## config.mk

```make
export PLATFORM = sky130hd
export DESIGN_NAME = concatena_campos_flat
export DESIGN_NICKNAME = d
export VERILOG_FILES = /design/src/rtl/concatena_campos_if.sv /design/src/rtl/concatena_campos.sv /design/src/flat_wrapper.sv
export SDC_FILE = /design/constraint.sdc
export NUM_CORES = 1
export LEC_CHECK = 0
export CAP_MARGIN = 10
export CORE_AREA = 2 2 41 58
export CTS_BUF_LIST = sky130_fd_sc_hd__clkbuf_4
export DETAILED_ROUTE_END_ITERATION = 8
export DIE_AREA = 0 0 43 60
export PLACE_DENSITY_LB_ADDON = 0.15
export SETUP_SLACK_MARGIN = 0.15
export SYNTH_ARGS = -nofsm -noshare
export SYNTH_HDL_FRONTEND = slang
export SYNTH_SLANG_ARGS = --single-unit
export TNS_END_PERCENT = 10
```

## constraint.sdc

```tcl
create_clock -name clock -period 3.2 [get_ports clock]
set_input_delay 0.96 -clock clock [delete_from_list [all_inputs] [get_ports clock]]
set_output_delay 0.96 -clock clock [all_outputs]
set_load 0.03 [all_outputs]
```

## src/rtl/concatena_campos_if.sv

```systemverilog
// rtl/concatena_campos_if.sv - field input and packed word output handshake bundle
interface concatena_campos_if #(
    parameter int CAMPO   = 4,
    parameter int NCAMPOS = 3
) ();
    localparam int W = CAMPO * NCAMPOS;

    logic             entrada_valida;
    logic [CAMPO-1:0] entrada;
    logic             entrada_pronta;
    logic [W-1:0]     Saida;
    logic             saida_valida;
    logic             saida_pronta;

    modport master (
        output entrada_valida,
        output entrada,
        input  entrada_pronta,
        input  Saida,
        input  saida_valida,
        output saida_pronta
    );

    modport slave (
        input  entrada_valida,
        input  entrada,
        output entrada_pronta,
        output Saida,
        output saida_valida,
        input  saida_pronta
    );
endinterface

```

## src/rtl/concatena_campos.sv

```systemverilog
// rtl/concatena_campos.sv - packs NCAMPOS fields of CAMPO bits into one word under valid/ready
module concatena_campos #(
    parameter int CAMPO   = 4,
    parameter int NCAMPOS = 3,
    parameter int ORDEM   = 0
) (
    input  logic                             clock,
    input  logic                             reset,
    input  logic                             limpa,
    concatena_campos_if.slave                bus,
    output logic [$clog2(NCAMPOS+1)-1:0]     contagem
);
    localparam int W  = CAMPO * NCAMPOS;
    localparam int CW = $clog2(NCAMPOS + 1);

    typedef enum logic {ACUMULA = 1'b0, CHEIO = 1'b1} estado_t;

    estado_t       estado;
    logic [W-1:0]  acc;
    logic [W-1:0]  base;
    logic [W-1:0]  campo_ext;
    logic [W-1:0]  nova;
    logic [CW-1:0] cont;
    logic [CW-1:0] cont_nova;
    logic          valida;
    logic          pronta;
    logic          aceita;
    logic          consome;

    assign pronta  = (estado == ACUMULA) || bus.saida_pronta;
    assign aceita  = bus.entrada_valida && pronta;
    assign consome = valida && bus.saida_pronta;

    // A consume in the same cycle as an accept starts the next word from zero,
    // so the incoming field lands alone at the entry position.
    always_comb begin
        campo_ext = W'(bus.entrada);
        base      = consome ? '0 : acc;
        if (ORDEM == 0) begin
            nova = (base << CAMPO) | campo_ext;
        end else begin
            nova = (base >> CAMPO) | (campo_ext << (W - CAMPO));
        end
        cont_nova = consome ? CW'(1) : cont + CW'(1);
    end

    always_ff @(posedge clock or posedge reset) begin
        if (reset) begin
            estado <= ACUMULA;
            acc    <= '0;
            cont   <= '0;
            valida <= 1'b0;
        end else if (limpa) begin
            estado <= ACUMULA;
            acc    <= '0;
            cont   <= '0;
            valida <= 1'b0;
        end else if (aceita) begin
            acc  <= nova;
            cont <= cont_nova;
            if (cont_nova == CW'(NCAMPOS)) begin
                estado <= CHEIO;
                valida <= 1'b1;
            end else begin
                estado <= ACUMULA;
                valida <= 1'b0;
            end
        end else if (consome) begin
            estado <= ACUMULA;
            acc    <= '0;
            cont   <= '0;
            valida <= 1'b0;
        end
    end

    assign bus.entrada_pronta = pronta;
    assign bus.Saida          = acc;
    assign bus.saida_valida   = valida;
    assign contagem           = cont;
endmodule

```

## src/flat_wrapper.sv

```systemverilog
// flat-port wrapper written by rule: the top's interface ports become plain ports
module concatena_campos_flat 
#(
    parameter int CAMPO   = 4,
    parameter int NCAMPOS = 3,
    parameter int ORDEM   = 0
)
  (clock, reset, limpa, contagem, bus_entrada_valida, bus_entrada, bus_entrada_pronta, bus_Saida, bus_saida_valida, bus_saida_pronta);
  concatena_campos_if #(.CAMPO(CAMPO), .NCAMPOS(NCAMPOS)) bus_i ();
  input  logic clock;
  input  logic reset;
  input  logic limpa;
  output logic [$clog2(NCAMPOS+1)-1:0] contagem;
  input wire logic [$bits(bus_i.entrada_valida)-1:0] bus_entrada_valida;
  input wire logic [$bits(bus_i.entrada)-1:0] bus_entrada;
  output wire logic [$bits(bus_i.entrada_pronta)-1:0] bus_entrada_pronta;
  output wire logic [$bits(bus_i.Saida)-1:0] bus_Saida;
  output wire logic [$bits(bus_i.saida_valida)-1:0] bus_saida_valida;
  input wire logic [$bits(bus_i.saida_pronta)-1:0] bus_saida_pronta;
  assign bus_i.entrada_valida = bus_entrada_valida;
  assign bus_i.entrada = bus_entrada;
  assign bus_entrada_pronta = bus_i.entrada_pronta;
  assign bus_Saida = bus_i.Saida;
  assign bus_saida_valida = bus_i.saida_valida;
  assign bus_i.saida_pronta = bus_saida_pronta;
  concatena_campos #(.CAMPO(CAMPO), .NCAMPOS(NCAMPOS), .ORDEM(ORDEM)) u_core (.clock(clock), .reset(reset), .limpa(limpa), .bus(bus_i), .contagem(contagem));
endmodule
```

==> run summary, run 1 <==
The clock passes through at most 2 buffers. Setup repair after global routing left no endpoint under its margin. The maximum number of pins on one net before global-route repair is 16. The most critical setup path has its startpoint at bus_saida_pronta. The startpoint identified for the worst register-to-register timing path is u_core.estado$_DFFE_PP0P_. The detailed-route vias per instance is between 5 and 6. The number of nets in the layout is 110. The number of synthesized register bits came out at 15.

The final number of hold-violating endpoints came out at 0. The number of pins with negative max-slew slack in the final report came out at 0. The netlist area before placement is between 700 and 800 µm². At the worst endpoint, the required time is 2240 ps. The antenna diode instance count is 0. The number of top-level design ports is 25. The post-synthesis cell type with the largest combined area is sky130_fd_sc_hd__dfrtp_1.

The setup path with the least slack is of type in2out. The effective utilization at floorplan is 0.372. The count of buffering cells on the critical path with inverters included is 3. The number of H-tree levels is 1.

The delay of the slowest critical-path stage is 440 ps. In this run the worst path has a maximum fanout of 2. The area of the die came out at about 0.0026 mm². The filler cell count in the final layout is 200. The worst setup path is captured at a primary output. The count of hold buffers inserted by post-cts repair came out at 0.

The element type at the critical path start is an input pin. The width of the chip came out at roughly 43 µm. The quantity of I/O buffers inserted on ports is 24.

The class of the worst hold path is reg2reg. The cell family with the largest share of critical-path delay is buffers and inverters. The library cells used most frequently in the layout, excluding fill and tap cells, are 23 x sky130_fd_sc_hd__clkdlybuf4s50_1, 15 x sky130_fd_sc_hd__dfrtp_1, 10 x sky130_fd_sc_hd__mux2i_1.

The run finished with clean final reports. The number of global-route vias before repair is around 650. The buffer count from post-CTS setup fixing is 0.

The routed design has ~1.8 mm of wire. The minimum setup slack in the final design is roughly 230 ps. For this run, design rule violations remaining after detail routing come to 0.

The standard cell with the maximum stage delay on the critical path is sky130_fd_sc_hd__clkdlybuf4s50_1. The quantity of gates resized following cts is 1. The final antenna-violating net count is 0. Dividing total power by cell area gives a power density of a little under 400 mW/mm². The fraction of synthesized cell area taken by the top area cell type is 0.480. The initial antenna violation count came out at 0. Dividing the final minimum period by the clock period gives 0.928. For the worst setup path, the data arrival time is approximately 2000 ps.

At the pin with the least slew margin, the transition time is around 600 ps. The post-layout minimum cycle time is around 3000 ps. In the final layout, the share of cells above drive strength 1 is 0.160.

The startpoint identified for the worst hold timing path is u_core.bus.Saida[10]$_DFFE_PP0P_. The clock net sink count came out at 15. The via count came out at 665. The cell count after synthesis came out at 72. The mean instance size in the synthesized netlist is about 11 µm². The detailed-placement wirelength estimate is 1.25 mm. During synthesis, Yosys emitted a total of 0 warnings. Across the VDD grid, the largest voltage drop is between 0.2 and 0.3 mV. The final setup violation count is 0. The number of detailed-route iterations in the first pass came out at 4.

Timing analysis after detailed placement gives a worst setup slack of -21.5 ps. The signal on the critical path passes through clkdlybuf4s50_1 > nor2b_2 > inv_6 > dlygate4sd2_1. The proportion of synthesized chip area in sequential cells is 0.480. The overall die height is around 60 µm.

The number of DRC markers in iteration 0 came out at 11. The area growth from synthesis to layout came out at 38.4%. Row generation in the floorplan step produced 20 rows. Clock-pin slew was measured on the worst setup and hold paths at ~90 ps. The core region is 0.00210 mm². The global-route wire length before repair came out at roughly 3.1 mm.

Dividing the detail-routed wire length by the instance count gives approximately 15 µm. Synthesis produced a netlist with a net count of between 80 and 90. The clock tree from TritonCTS is done.

Hold is met by between 500 and 600 ps. At the end of routability-driven placement, the weighted congestion stood at between 0.6 and 0.7. The total overflow reported by the global router is 0.

The total global-route track usage is 0.160. Clock tree synthesis selected as its root buffer the cell sky130_fd_sc_hd__clkbuf_4. The number of CTS-inserted buffers is 3. The worst slew margin relative to its limit is 0.602.

The setup skew after layout came out at approximately 1.7 ps. The max-cap check violation count is 0. The number of unique standard cell types used by synthesis is 22.

Ranked by total cell area, the synthesized netlist is headed by sky130_fd_sc_hd__dfrtp_1 48%, sky130_fd_sc_hd__mux2i_1 13%, sky130_fd_sc_hd__a2bb2oi_1 4.5%. Derived from the worst setup path, the maximum achievable clock frequency is between 0.3 and 0.4 GHz. Clock latency on the worst-skew pair, taken at its later pin, is 280 ps. The cell leakage power is 0.478 nW. The commonest non-fill, non-tap cell in the layout is sky130_fd_sc_hd__clkdlybuf4s50_1.
[tightest hold or removal path, delay by kind of cell (launching register included)]
family,cells,cell delay (ps)
flip-flops,1,360
AND/OR/NAND/NOR,1,80
AO/OA/AOI/OAI,1,80
[power breakdown]
group          internal (W)   total, W  switching [W]  leakage, nW
combinational     0.0000453  0.0000963      0.0000510        0.257
clock             0.0000568   0.000118      0.0000608       0.0184
sequential         0.000199   0.000209     0.00000984        0.203
total              0.000301   0.000422       0.000122        0.478
[Yosys cell counts, drive strengths merged]
cell type	instances
dfrtp	15
a32oi	4
nand2	2
and2b	1
clkbuf	2
buf	3
nand3b	1
a21oi	7
a2bb2oi	4
nor2b	2
mux2i	10
or2	4
nor2	9
a22oi	4
and3b	1
a2111oi	1
inv	2
[registers in the layout (all words and copies together), names as in the netlist]
signal	count
u_core.estado	1
u_core.contagem	2
u_core.bus.Saida	12
[metrics by stage]
step | area [µm²] | setup TNS (ps) | utilization | std cells | power, W
2_1_floorplan | 782 | 0 | - | 72 | 0.000268
3_3_place_gp | 1050 | -15.5 | 0.501 | 118 | 0.000308
3_5_place_dp | 1050 | -21.5 | 0.501 | 118 | 0.000309
4_1_cts | 1080 | 0 | 0.515 | 122 | 0.000427
5_1_grt | 1080 | 0 | 0.515 | 122 | 0.000444
6_report | 1080 | 0 | 0.515 | 122 | 0.000422
[final cells by class]
class | instances | area (µm²) | area share
clock buffer | 4 | 30.0 | 0.0277
timing repair buffer | 29 | 277 | 0.255
inverter | 2 | 12.5 | 0.0116
multi-input combinational | 50 | 360 | 0.333
tap | 22 | 27.5 | 0.0254
sequential | 15 | 375 | 0.347
[path summary, 6_finish.rpt]
| check | cells after the start | to | slack (ps) |
|---|---|---|---|
| setup / recovery | 4 | bus_entrada_pronta | 230 |
| hold / removal | 2 | u_core.bus.Saida[10]$_DFFE_PP0P_ | 550 |
| setup reg to reg | 3 | u_core.contagem[0]$_DFFE_PP0P_ | 1890 |
| hold reg to reg | 2 | u_core.bus.Saida[10]$_DFFE_PP0P_ | 550 |
| max in group asynchronous | 2 | u_core.bus.Saida[3]$_DFF_PP0_ | 1780 |
| min in group asynchronous | 2 | u_core.bus.Saida[9]$_DFFE_PP0P_ | 1040 |
[logic make-up (layout without fill, tap and decap cells)]
family                 count (synthesis)  count (layout)  share of synthesized area
AOI/OAI and AO/OA                     20              20                      0.197
buffers and inverters                  7              35                     0.0592
DFF                                   15              15                      0.480
muxes                                 10              10                      0.128
and+or+nand+nor                       20              20                      0.136
[routing by layer]
layer | GRT usage | vias up | wire length [µm]
met5 | 0 | - | 0
met4 | 0.0649 | 0 | 22
met3 | 0.0302 | 2 | 108
li1 | - | 317 | -
met1 | 0.198 | 322 | 785
met2 | 0.273 | 24 | 876
Power figures use the tool's default switching activity.
==> run 2: changes to the inputs <==
CORE_AREA = 2 2 45 47   (was 2 2 41 58)
CTS_CLUSTER_SIZE = 30   (was not set)
DIE_AREA = 0 0 47 49   (was 0 0 43 60)
==> run summary, run 2 (synthesized netlist as in run 1, its figures left out) <==
The run finished with clean final reports. The clock drives 15 sinks. The number of detailed-route iterations in the first pass came out at 4. The maximum number of pins on one net before global-route repair is 16. The count of hold buffers inserted by post-cts repair is 0.

The required time of the critical path is approximately 2200 ps. The wire length reported by the detailed router is 1.75 mm. The count of nets left with antenna violations once routing finished came out at 0. Setup violations remaining at the end of the flow were counted as 0. The remaining routing DRC violations came out at 0. The overall die height is roughly 49 µm. The detailed-route wire length per cell is 13.9 µm.

The final number of hold-violating endpoints came out at 0. The clock latency reported for the late side of the worst-skew pair is about 280 ps. The switching power of the nets came out at 0.000119 W. Summed over all cells, the static leakage comes to 0.473 nW. Of the total power, the share spent switching nets is 0.283.

The transition at the pin with the smallest max-transition slack came out at about 600 ps. The peak supply drop is between 0.3 and 0.4 mV. The clock-pin slew on the worst setup and hold paths came out at about 90 ps. The buffer count from post-CTS setup fixing came out at 0.

The worst slew margin relative to its limit came out at 0.596. Once detailed placement completed, the half-perimeter wirelength came to approximately 1.2 mm. Setup repair after global routing left no endpoint under its margin. At the end of the flow, the number of nets in the layout was around 110. The number of H-tree levels is 1. The quantity of I/O buffers inserted on ports is 24. The number of pins with negative max-slew slack in the final report was 0. In this run the most critical hold path is launched from u_core.bus.Saida[9]$_DFFE_PP0P_. After detailed placement, the design holds a cell count of roughly 120. The power per standard cell area came out at 388 mW/mm². The detailed-route vias per instance is 5.17. For this block, the via count after detailed routing is approximately 650. Of the total power, combinational logic draws 0.225. The number of flip-flops under the largest register name came out at 12. The critical path in this run is classified as in2out.

After the first detailed-routing iteration, the DRC count stood at 8. The setup skew after layout came out at 6.37 ps. The antenna diode instance count is 0. The global-route wire length before repair is between 2 and 3 mm. The row count came out at 16. Derived from the worst setup path, the maximum achievable clock frequency is 0.337 GHz.

The max-cap check violation count is 0. The effective utilization at floorplan came out at 0.425. The placeable core region is roughly 0.0018 mm². Along the worst path, the maximum fanout reaches 2. The critical path arrival is 2010 ps. The number of CTS-inserted buffers is 3.

The initial antenna violation count is 0. The die covers 0.00230 mm². The total overflow reported by the global router came out at 0. The quantity of gates resized following cts came out at 1.

The clock tree from TritonCTS is done. In this run the worst setup path begins at bus_saida_pronta. The number of global-route vias before repair came out at 630. The final total negative setup slack is 0 ps. Subtracting the final worst setup slack from the clock period gives just under 3000 ps. The worst setup path is captured at a primary output.

Clock tree synthesis selected as its root buffer the cell sky130_fd_sc_hd__clkbuf_4. The commonest non-fill, non-tap cell in the layout is sky130_fd_sc_hd__clkdlybuf4s50_1. The die is around 47 µm wide. The fraction of layout cells with a size suffix above 1 is 0.152.

For this run, the total global-route usage over all layers was measured as 0.177. The maximum number of buffers from clock root to sink came out at 2. For this run, the number of standard cells in the final layout without fillers is approximately 130.

The worst setup path is launched from an input pin. In the layout the commonest cells are 23 x sky130_fd_sc_hd__clkdlybuf4s50_1, 15 x sky130_fd_sc_hd__dfrtp_1, 10 x sky130_fd_sc_hd__mux2i_1. The path class of the tightest hold or removal check is reg2reg. The congestion estimate from routability-driven global placement came to just over 0.7. The sequential power share is 0.501.

Of the total power, the clock network draws 0.274. The startpoint identified for the worst register-to-register timing path is u_core.estado$_DFFE_PP0P_. The area growth from synthesis to layout is 38.2%.

In the finished design, the share of the clock period the worst path needs comes to 0.927. The number of top-level design ports came out at 25. The internal power of the cells totals 0.000300 W.
## run 2: changes by cell type in the layout (fill, tap and decap cells not counted), sizes merged
| cell | before | now |
|---|---|---|
| buf | 5 | 4 |
## run 2: area by class of cell
| type | instances | area (µm²) |
|---|---|---|
| flip-flops and latches | 15 | 375 |
| well taps | 27 | 33.8 |
| repair buffers | 28 | 269 |
| clock buffers | 4 | 30.0 |
| inverters | 2 | 12.5 |
| multi-input cells | 50 | 360 |
| fillers | 163 | 761 |
## run 2: path summary, 6_finish.rpt
check	endpoint	slack [ps]	depth (start not counted)
hold reg to reg	u_core.bus.Saida[9]$_DFFE_PP0P_	550	2
setup reg to reg	u_core.bus.Saida[1]$_DFF_PP0_	1730	4
setup / recovery	bus_entrada_pronta	230	4
hold / removal	u_core.bus.Saida[9]$_DFFE_PP0P_	550	2
min in group asynchronous	u_core.bus.Saida[9]$_DFFE_PP0P_	1020	2
max in group asynchronous	u_core.contagem[0]$_DFFE_PP0P_	1800	2
## run 2: layer usage
| metal | global-route usage | wire (µm) | up-vias |
|---|---|---|---|
| met5 | 0 | 0 | - |
| met4 | 0.0833 | 17 | 0 |
| met3 | 0.0259 | 71 | 2 |
| met2 | 0.253 | 831 | 15 |
| met1 | 0.258 | 832 | 321 |
| li1 | - | - | 314 |
## run 2: worst max-delay path, stage by stage
cell                              delay, ps
sky130_fd_sc_hd__clkdlybuf4s50_1        440
sky130_fd_sc_hd__nor2b_2                230
sky130_fd_sc_hd__inv_6                   40
sky130_fd_sc_hd__dlygate4sd2_1          350
## run 2: through the flow
step	hold slack, ps	worst slack, ps	util	power (W)	cell area [µm²]
finish	554	233	0.587	0.000419	1080
global route	597	215	0.587	0.000443	1080
CTS	564	235	0.587	0.000423	1080
detailed placement	539	7.59	0.571	0.000308	1050
global placement	528	19.3	0.571	0.000307	1050
floorplan	677	988	-	0.000268	782
## run 2: power groups by stage
| stage | logic [W] | clock network (W) | registers (W) |
|---|---|---|---|
| 6_report | 0.0000944 | 0.000115 | 0.000210 |
| 5_1_grt | 0.000102 | 0.000128 | 0.000212 |
| 4_1_cts | 0.0000953 | 0.000118 | 0.000210 |
| 3_5_place_dp | 0.0000948 | 0 | 0.000214 |
| 3_3_place_gp | 0.0000937 | 0 | 0.000213 |
| 2_1_floorplan | 0.0000383 | 0 | 0.000230 |
